## config.mk

```make
export PLATFORM = sky130hd
export DESIGN_NAME = sram_like_arbiter
export DESIGN_NICKNAME = d
export VERILOG_FILES = /design/src/rtl/sram_like_pkg.sv /design/src/rtl/rr_arbiter.sv /design/src/rtl/sram_like_arbiter.sv
export SDC_FILE = /design/constraint.sdc
export NUM_CORES = 1
export LEC_CHECK = 0
export BUFFER_PORTS_ARGS = -buffer_cell sky130_fd_sc_hd__buf_2
export CAP_MARGIN = 20
export CORE_AREA = 5 5 104 106
export DETAILED_ROUTE_END_ITERATION = 16
export DIE_AREA = 0 0 109 111
export PLACE_DENSITY = 0.61
export SYNTH_ARGS = -nofsm -noshare
export SYNTH_HDL_FRONTEND = slang
export SYNTH_HIERARCHICAL = 1
export SYNTH_SLANG_ARGS = --single-unit
```

## constraint.sdc

```tcl
create_clock -name clk -period 1.5 [get_ports clk]
set_input_delay 0 -clock clk [delete_from_list [all_inputs] [get_ports clk]]
set_output_delay 0 -clock clk [all_outputs]
set_load 0.02 [all_outputs]
```

## src/rtl/sram_like_pkg.sv

```systemverilog
// Shared encodings and helpers for the sram-like arbiter: access sizes and
// byte-enable generation from size plus the low address bits.
package sram_like_pkg;

    localparam logic [1:0] SZ_BYTE = 2'd0;
    localparam logic [1:0] SZ_HALF = 2'd1;
    localparam logic [1:0] SZ_WORD = 2'd2;

    function automatic logic is_aligned(input logic [1:0] size, input logic [1:0] addr_lo);
        logic ok;
        case (size)
            SZ_BYTE: ok = 1'b1;
            SZ_HALF: ok = ~addr_lo[0];
            SZ_WORD: ok = (addr_lo == 2'b00);
            default: ok = 1'b0;
        endcase
        return ok;
    endfunction

    // Misaligned or reserved-size writes yield no lanes, so the write is dropped.
    function automatic logic [3:0] gen_wen(input logic [1:0] size, input logic [1:0] addr_lo,
                                           input logic wr);
        logic [3:0] wen;
        wen = 4'b0000;
        if (wr && is_aligned(size, addr_lo)) begin
            case (size)
                SZ_BYTE: wen = 4'b0001 << addr_lo;
                SZ_HALF: wen = 4'b0011 << addr_lo;
                SZ_WORD: wen = 4'b1111;
                default: wen = 4'b0000;
            endcase
        end
        return wen;
    endfunction

endpackage

```

## src/rtl/rr_arbiter.sv

```systemverilog
// Round-robin arbiter: search starts at the pointer, and the pointer moves one
// past the granted master whenever a grant is made.
module rr_arbiter #(
    parameter int N    = 2,
    parameter int ID_W = (N > 1) ? $clog2(N) : 1
) (
    input  logic            clk,
    input  logic            rst,
    input  logic [N-1:0]    req,
    output logic [N-1:0]    grant,
    output logic [ID_W-1:0] grant_id,
    output logic            grant_valid
);

    logic [ID_W-1:0] r_ptr;

    // Walk offsets from highest to lowest so the closest requester to r_ptr wins.
    always_comb begin
        grant       = '0;
        grant_id    = '0;
        grant_valid = 1'b0;
        for (int i = N - 1; i >= 0; i--) begin
            if (req[(int'(r_ptr) + i) % N]) begin
                grant_valid = 1'b1;
                grant_id    = ID_W'((int'(r_ptr) + i) % N);
            end
        end
        if (grant_valid) begin
            grant = N'(1) << grant_id;
        end
    end

    always_ff @(posedge clk) begin
        if (rst) begin
            r_ptr <= '0;
        end else if (grant_valid) begin
            r_ptr <= (int'(grant_id) == N - 1) ? '0 : grant_id + 1'b1;
        end
    end

endmodule

```

## src/rtl/sram_like_arbiter.sv

```systemverilog
// N-master to one-RAM arbiter: grant mux, byte-enable generation and a fixed
// latency response pipe that returns data_ok to masters in grant order.
module sram_like_arbiter
    import sram_like_pkg::*;
#(
    parameter int NUM_MASTERS = 2,
    parameter int ADDR_W      = 32,
    parameter int RD_LATENCY  = 1
) (
    input  logic                          clk,
    input  logic                          rst,
    input  logic [NUM_MASTERS-1:0]        m_req,
    input  logic [NUM_MASTERS-1:0]        m_wr,
    input  logic [2*NUM_MASTERS-1:0]      m_size,
    input  logic [ADDR_W*NUM_MASTERS-1:0] m_addr,
    input  logic [32*NUM_MASTERS-1:0]     m_wdata,
    output logic [NUM_MASTERS-1:0]        m_addr_ok,
    output logic [NUM_MASTERS-1:0]        m_data_ok,
    output logic [31:0]                   m_rdata,
    output logic                          mem_en,
    output logic [3:0]                    mem_wen,
    output logic [ADDR_W-1:0]             mem_addr,
    output logic [31:0]                   mem_wdata,
    input  logic [31:0]                   mem_rdata
);

    localparam int MID_W = (NUM_MASTERS > 1) ? $clog2(NUM_MASTERS) : 1;

    logic [NUM_MASTERS-1:0] w_grant;
    logic [MID_W-1:0]       w_gid;
    logic                   w_arb_vld;
    logic                   w_gnt_vld;
    logic [ADDR_W-1:0]      w_sel_addr;
    logic                   w_resp;

    logic                   r_vld [RD_LATENCY];
    logic [MID_W-1:0]       r_mid [RD_LATENCY];

    rr_arbiter #(.N(NUM_MASTERS), .ID_W(MID_W)) u_arb (
        .clk         (clk),
        .rst         (rst),
        .req         (m_req),
        .grant       (w_grant),
        .grant_id    (w_gid),
        .grant_valid (w_arb_vld)
    );

    assign w_gnt_vld  = w_arb_vld & ~rst;
    assign w_sel_addr = m_addr[ADDR_W*w_gid +: ADDR_W];

    always_comb begin
        m_addr_ok = '0;
        mem_en    = 1'b0;
        mem_wen   = 4'b0000;
        mem_addr  = '0;
        mem_wdata = '0;
        if (w_gnt_vld) begin
            m_addr_ok = w_grant;
            mem_en    = 1'b1;
            mem_addr  = {w_sel_addr[ADDR_W-1:2], 2'b00};
            mem_wdata = m_wdata[32*w_gid +: 32];
            mem_wen   = gen_wen(m_size[2*w_gid +: 2], w_sel_addr[1:0], m_wr[w_gid]);
        end
    end

    // Every grant, read or write, occupies one slot so responses stay in order.
    always_ff @(posedge clk) begin
        if (rst) begin
            for (int i = 0; i < RD_LATENCY; i++) begin
                r_vld[i] <= 1'b0;
                r_mid[i] <= '0;
            end
        end else begin
            r_vld[0] <= w_gnt_vld;
            r_mid[0] <= w_gid;
            for (int i = 1; i < RD_LATENCY; i++) begin
                r_vld[i] <= r_vld[i-1];
                r_mid[i] <= r_mid[i-1];
            end
        end
    end

    assign w_resp    = r_vld[RD_LATENCY-1] & ~rst;
    assign m_data_ok = w_resp ? (NUM_MASTERS'(1) << r_mid[RD_LATENCY-1]) : '0;
    assign m_rdata   = w_resp ? mem_rdata : 32'h0;

endmodule

```

-- After elaboration in Yosys (flattened, before gate mapping)
Memories as Yosys holds them, arrays and structs flattened.
Index checks and enable logic that the tools add are counted.
- shift operators: 7
- multiplexer cells: 31
- eq/ne operators: 2
- reductions and logical operators: 5
- $lt $le $gt $ge: 3
- $mul: 0
- divide/modulo/power cells: 0
- bitwise gates (word level): 5
- $add $sub $neg: 2
- operator list (operator ; number):
    64-bit by 7-bit indexed part select with 32-bit output ; 2
    32-bit 2-to-1 mux ; 3
    1-bit 2-to-1 mux ; 21
    4-bit case mux with 3 select lines ; 1
    4-bit 2-to-1 mux ; 2
    2-bit 2-to-1 mux ; 3
    2-bit logical NOT ; 2
    1-bit by 2-bit < comparator with 1-bit output (second input constant) ; 2
    4-bit by 3-bit indexed part select with 2-bit output ; 1
    1-bit by 1-bit << shifter with 2-bit output (first input constant) ; 2
    1-bit by 2-bit << shifter with 4-bit output (first input constant) ; 1
    2-bit by 2-bit << shifter with 4-bit output (first input constant) ; 1
    2-bit by 3-bit < comparator with 1-bit output (second input constant) ; 1
    1-bit case mux with 3 select lines ; 1
    1-bit adder (second input constant) ; 2
    1-bit bitwise AND ; 2
    2-bit by 1-bit equality test with 1-bit output (second input constant) ; 1
    2-bit equality test (second input constant) ; 1
    1-bit inverter ; 2
    1-bit OR reduction ; 2
    1-bit bitwise AND (first input constant) ; 1
    1-bit logical AND ; 1
- RAM bits: 2
- flip-flop bits (word level): 1
- output and inout port bits: 105
- input port bits: 170
- memory bits (read-only): 0
- bits in latches: 0
- memories: 2
- memories (name ; words ; bits a word ; read ports ; clocked after Yosys merged registers in ; wr ports ; line ; RTL):
    r_mid ; 1 ; 1 ; 1 ; 0 ; 1 ; sram_like_arbiter.sv:37 ; logic [MID_W-1:0] r_mid [RD_LATENCY];
    r_vld ; 1 ; 1 ; 1 ; 0 ; 1 ; sram_like_arbiter.sv:36 ; logic r_vld [RD_LATENCY];

-- Longest topological paths before layout
- depth after elaboration: 14
- mapped depth: 7

-- Cells and area by module
The synthesis kept the hierarchy.
- by module, submodules not included (module ; cells each ; area each (um2) ; times used):
    sram_like_arbiter ; 209 ; 1475.2 ; 1
    rr_arbiter ; 8 ; 75.1 ; 1

-- Worst setup path after synthesis
No wires, ideal clock.
- kind: register to output
- start point: register u_arb.r_ptr
- end point: output port mem_wen[0]
- buffers on the path: 2
- arrival: 1.698 ns
- slack: -0.198 ns
- cell stages (with the launch flop): 7
- cell sequence: dfxtp_1 -> nand2b_4 -> and2_1 -> buf_6 -> buf_6 -> mux2_4 -> nor3_1
- longest elaborated chain between the ends: 13
- ends and longest elaborated chain (element ; line ; RTL):
    start, declared ; rr_arbiter.sv:15 ; logic [ID_W-1:0] r_ptr;
    start signal, assigned ; rr_arbiter.sv:37 ; r_ptr <= (int'(grant_id) == N - 1) ? '0 : grant_id + 1'b1;
    1-bit adder ; rr_arbiter.sv:23, rr_arbiter.sv:25 ;
    1-bit 2-to-1 mux (not written as such) (3 in series) ; rr_arbiter.sv:23 ; if (req[(int'(r_ptr) + i) % N]) begin
    1-bit 2-to-1 mux ; rr_arbiter.sv:23 ;
    1-bit 2-to-1 mux (*) ; rr_arbiter.sv:23 ;
    net w_gid ; sram_like_arbiter.sv:30 ; logic [MID_W-1:0] w_gid;
    64-bit by 7-bit indexed part select with 32-bit output or 4-bit by 3-bit indexed part select with 2-bit output (tied branches) ; sram_like_arbiter.sv:49, sram_like_arbiter.sv:62 ;
    2-bit logical NOT, or another cell as far along ; sram_like_pkg.sv:14 ; SZ_WORD: ok = (addr_lo == 2'b00);
    1-bit case mux with 3 select lines ; sram_like_pkg.sv:11 ; case (size)
    1-bit 2-to-1 mux ; sram_like_arbiter.sv:57 ; if (w_gnt_vld) begin
    1-bit logical AND ; sram_like_pkg.sv:25 ; if (wr && is_aligned(size, addr_lo)) begin
    4-bit 2-to-1 mux (*) ; sram_like_pkg.sv:25 ;
    4-bit 2-to-1 mux (*) ; sram_like_arbiter.sv:57 ;
    end, declared ; sram_like_arbiter.sv:21 ; output logic [3:0] mem_wen,
Mark *: on every way through the listed nets, which the timed path passes. The rest lies on a longest branch. The select of a mux whose other input is x is not followed.

-- Final worst setup path
- start point: register u_arb.r_ptr
- end point: output port mem_wen[2]
The elaborated chain is that of the path after synthesis.

==> parameters.txt <==
Parameter                              Value

Clocking
  CTS H-Tree Depth    1
  Clock root buffer    clkbuf_8
  TritonCTS Buffers    3
  CTS tree    yes
  Worst-skew pair later-pin latency    210 ps
  Clock slew at the register clock pins of the worst setup and hold paths    30 ps
  Clock tree buffer depth    2
  CTS Sinks    3

Route
  Wire length on met1    3.08 mm
  DRT iter0 DRCs    67
  Met2 routed WL    4.97 mm
  DR vias/cell    4.11
  Sum of met3 wire segment lengths after detailed routing    939 um
  Number of vias in the routed layout    2620
  Drt pass-1 iters    4
  Number of DRC violations after detailed routing    0
  DR top layer    met4
  Drt total wl    9.10 mm
  Average wire length per cell after detail routing    14.3 um
  Number of nets still failing antenna checks after routing    0

Critical path
  List of cells traversed by the critical path    nand2b_4 -> and2_4 -> buf_4 -> buf_4 -> mux2_4 -> a211oi_4 -> buf_6
  Crit-path most repeated cell    buf_4
  CP peak stage delay    330 ps
  Crit path arrival time    1790 ps
  Largest fanout of any net on the critical path    4
  CP Data Required Time    1500 ps
  CP Buf/Inv Count    3
  Critical path startpoint category    register
  Sort of element at the end of the critical path    output port
  Delay-heaviest family, CP    buffers and inverters
  CP max-delay cell    mux2_4
  Critical path class    reg2out

Cells and area
  Fraction of the core area covered by cells at the end of the flow    36.9%
  Diode insertion count for antenna repair    0
  Number of non-filler instances in the completed layout    638
  Layout-stage area growth over the synthesis result    131%
  Net total in the final layout    676
  Ratio of cells with drive above 1 in the final layout    65.0%

Timing
  Setup violations, final    66
  Final max-slew violation count    0
  Max Freq    0.558 GHz
  Final Hold Viols    0
  Period minus WS final    1790 ps
  Clock skew after layout    1.43 ps
  Final period utilization    120%
  Worst Slack Setup Final    -294 ps
  RSZ-0062 raised after global routing    true

Place
  Number of cells after detailed placement    616
  Final weighted congestion in routability-driven placement    0.818
  Half-perimeter wire length after detailed placement    7.23 mm
  Port-buffer cells    272

Floorplanning
  Die width    109 um
  I/O pin total    275
  Row Count    36
  Vertical extent of the die    111 um
  Starting density of the core    16.0%
  Die area    0.0121 mm^2
  Area of the placeable core    0.00968 mm^2

Power and ir drop
  Cell Pwr Density    427 mW/mm^2
  Static Leak    2.06 nW
  Worst vdd rail ir drop    0.214 mV

Yosys
  Dominant cell type by area after synthesis    mux2i_1
  Syn Std Cell Area    0.00155 mm^2
  Most used flip-flop cell after synthesis    dfxtp_1
  Number of distinct standard cells referenced by the synthesized netlist    32
  Number of warning messages in the yosys log    6
  Post-synthesis register bit count    3
  Register area share after synthesis    3.87%
  EDFF count, synth    0
  Synth area leaders    mux2i_1 41%, nor2_1 15%, and2_1 15%, dfxtp_1 3.9%, buf_4 3.9%
  Average instance area after synthesis    7.14 um^2
  Async S/R FF share, synth    0%
  Most common library cells after synthesis    63 x mux2i_1, 62 x nor2_1, 37 x and2_1, 8 x buf_4, 8 x clkbuf_1
  Portion of synthesized cell area occupied by the leading cell type    40.7%
  Count leader, synth    mux2i_1
  Post-Synthesis Cells    217

Outcome
  Run status    complete, but fails checks
  Failing checks    negative setup slack

Global routing
  Wire length of the first global-routing pass    12.8 mm
  Antenna violations before repair    0
  Overall track demand over capacity in global routing    13.0%
  Pin count of the biggest net entering global routing    64
  Overflow after GRT    0
  Vias in the first global route    2638

Min path
  Worst hold-check path type    in2reg

Job
  Max capacitance violation total    0
registers in the layout, summed over array words and instances (netlist names):
name / count
r_mid: 1
r_vld: 1
u_arb/r_ptr: 1
cells by family (layout without fill, tap and decap cells):
kind of cell              count (synthesis)  count (layout)  share of synthesized area [%]
and+or+nand+nor                         113             114                           35.8
muxes                                    69              69                           46.9
buffers and inverters                    22             308                           8.31
AOI/OAI and AO/OA                         7               7                           3.71
DFF                                       3               3                           3.87
xor gates and xnor gates                  2               2                           1.13
other                                     1               2                          0.242
worst paths after layout:
kind	startpoint	endpoint	slack, ps	cells past startpoint
max reg2reg	u_arb/r_ptr	r_mid[0]	250	6
max	u_arb/r_ptr	mem_wen[2]	-290	7
min reg2reg	u_arb/r_ptr	u_arb/r_ptr	610	3
min	m_req[1]	u_arb/r_ptr	160	3
cell type report:
class / count / area (um^2)
fill: 1005 / 6110
timing repair buffer: 302 / 1850
multi-input combinational: 194 / 1450
tap: 133 / 166
sequential: 3 / 61.3
clock buffer: 4 / 45.0
inverter: 2 / 7.51
what timing repair did:
item                                    CTS  global route
pin swaps                                 2             3
endpoints found under the hold margin     1             0
hold buffers                              2             0
endpoints found under the setup margin   66            93
buffers inserted                          4             5
gates cloned                              4             3
gates resized for setup                  21            29
per-stage QoR:
step / instance area [um^2] / setup TNS, ps / setup WS, ps / hold slack (ps) / total power [W]
2_1_floorplan: 1590 / 0 / 12.8 / 55.1 / 0.000686
4_1_cts: 3390 / -8460 / -216 / 156 / 0.00146
5_1_grt: 3580 / -15670 / -343 / 193 / 0.00163
6_report: 3580 / -10550 / -294 / 161 / 0.00153
3_3_place_gp: 3110 / -160 / -73.9 / 209 / 0.00110
3_5_place_dp: 3110 / -564 / -116 / 221 / 0.00112
routing by layer:
metal,up-vias,GRT usage (%)
met5,-,0
met4,0,2.53
met3,10,2.27
met2,168,26.7
met1,1153,13.1
li1,1289,-
cells in the final DEF (no fill, tap or decap), drive strengths merged:
cell type    synthesis  routed
a211oi               2       2
a21boi               1       1
a21oi                2       2
and2                37      38
buf                 12     297
clkbuf               8       7
conb                 1       2
dfxtp                3       3
dlygate4sd3          0       2
inv                  2       2
mux2                 3       3
mux2i               66      66
nand2                2       2
nand2b               3       3
nand3                1       1
nand3b               1       1
nand4                1       1
nand4b               1       1
nor2                62      62
nor2b                3       3
nor3                 1       1
o21ai                1       1
o22ai                1       1
or2                  1       1
xnor2                2       2
report_power, final:
group	internal, W	total (W)	switching, W
Sequential	0.0000859	0.0000878	0.00000185
Clock	0.000181	0.000233	0.0000520
Combinational	0.000603	0.00121	0.000605
worst register-to-register path, cell delays in order, from the launching register on:
cell	delay [ps]
dfxtp_2	310
nand2b_4	140
and2_4	170
buf_8	150
buf_6	120
clkbuf_16	150
nor2b_1	120
Note: power is estimated with default switching activity, not from simulation.
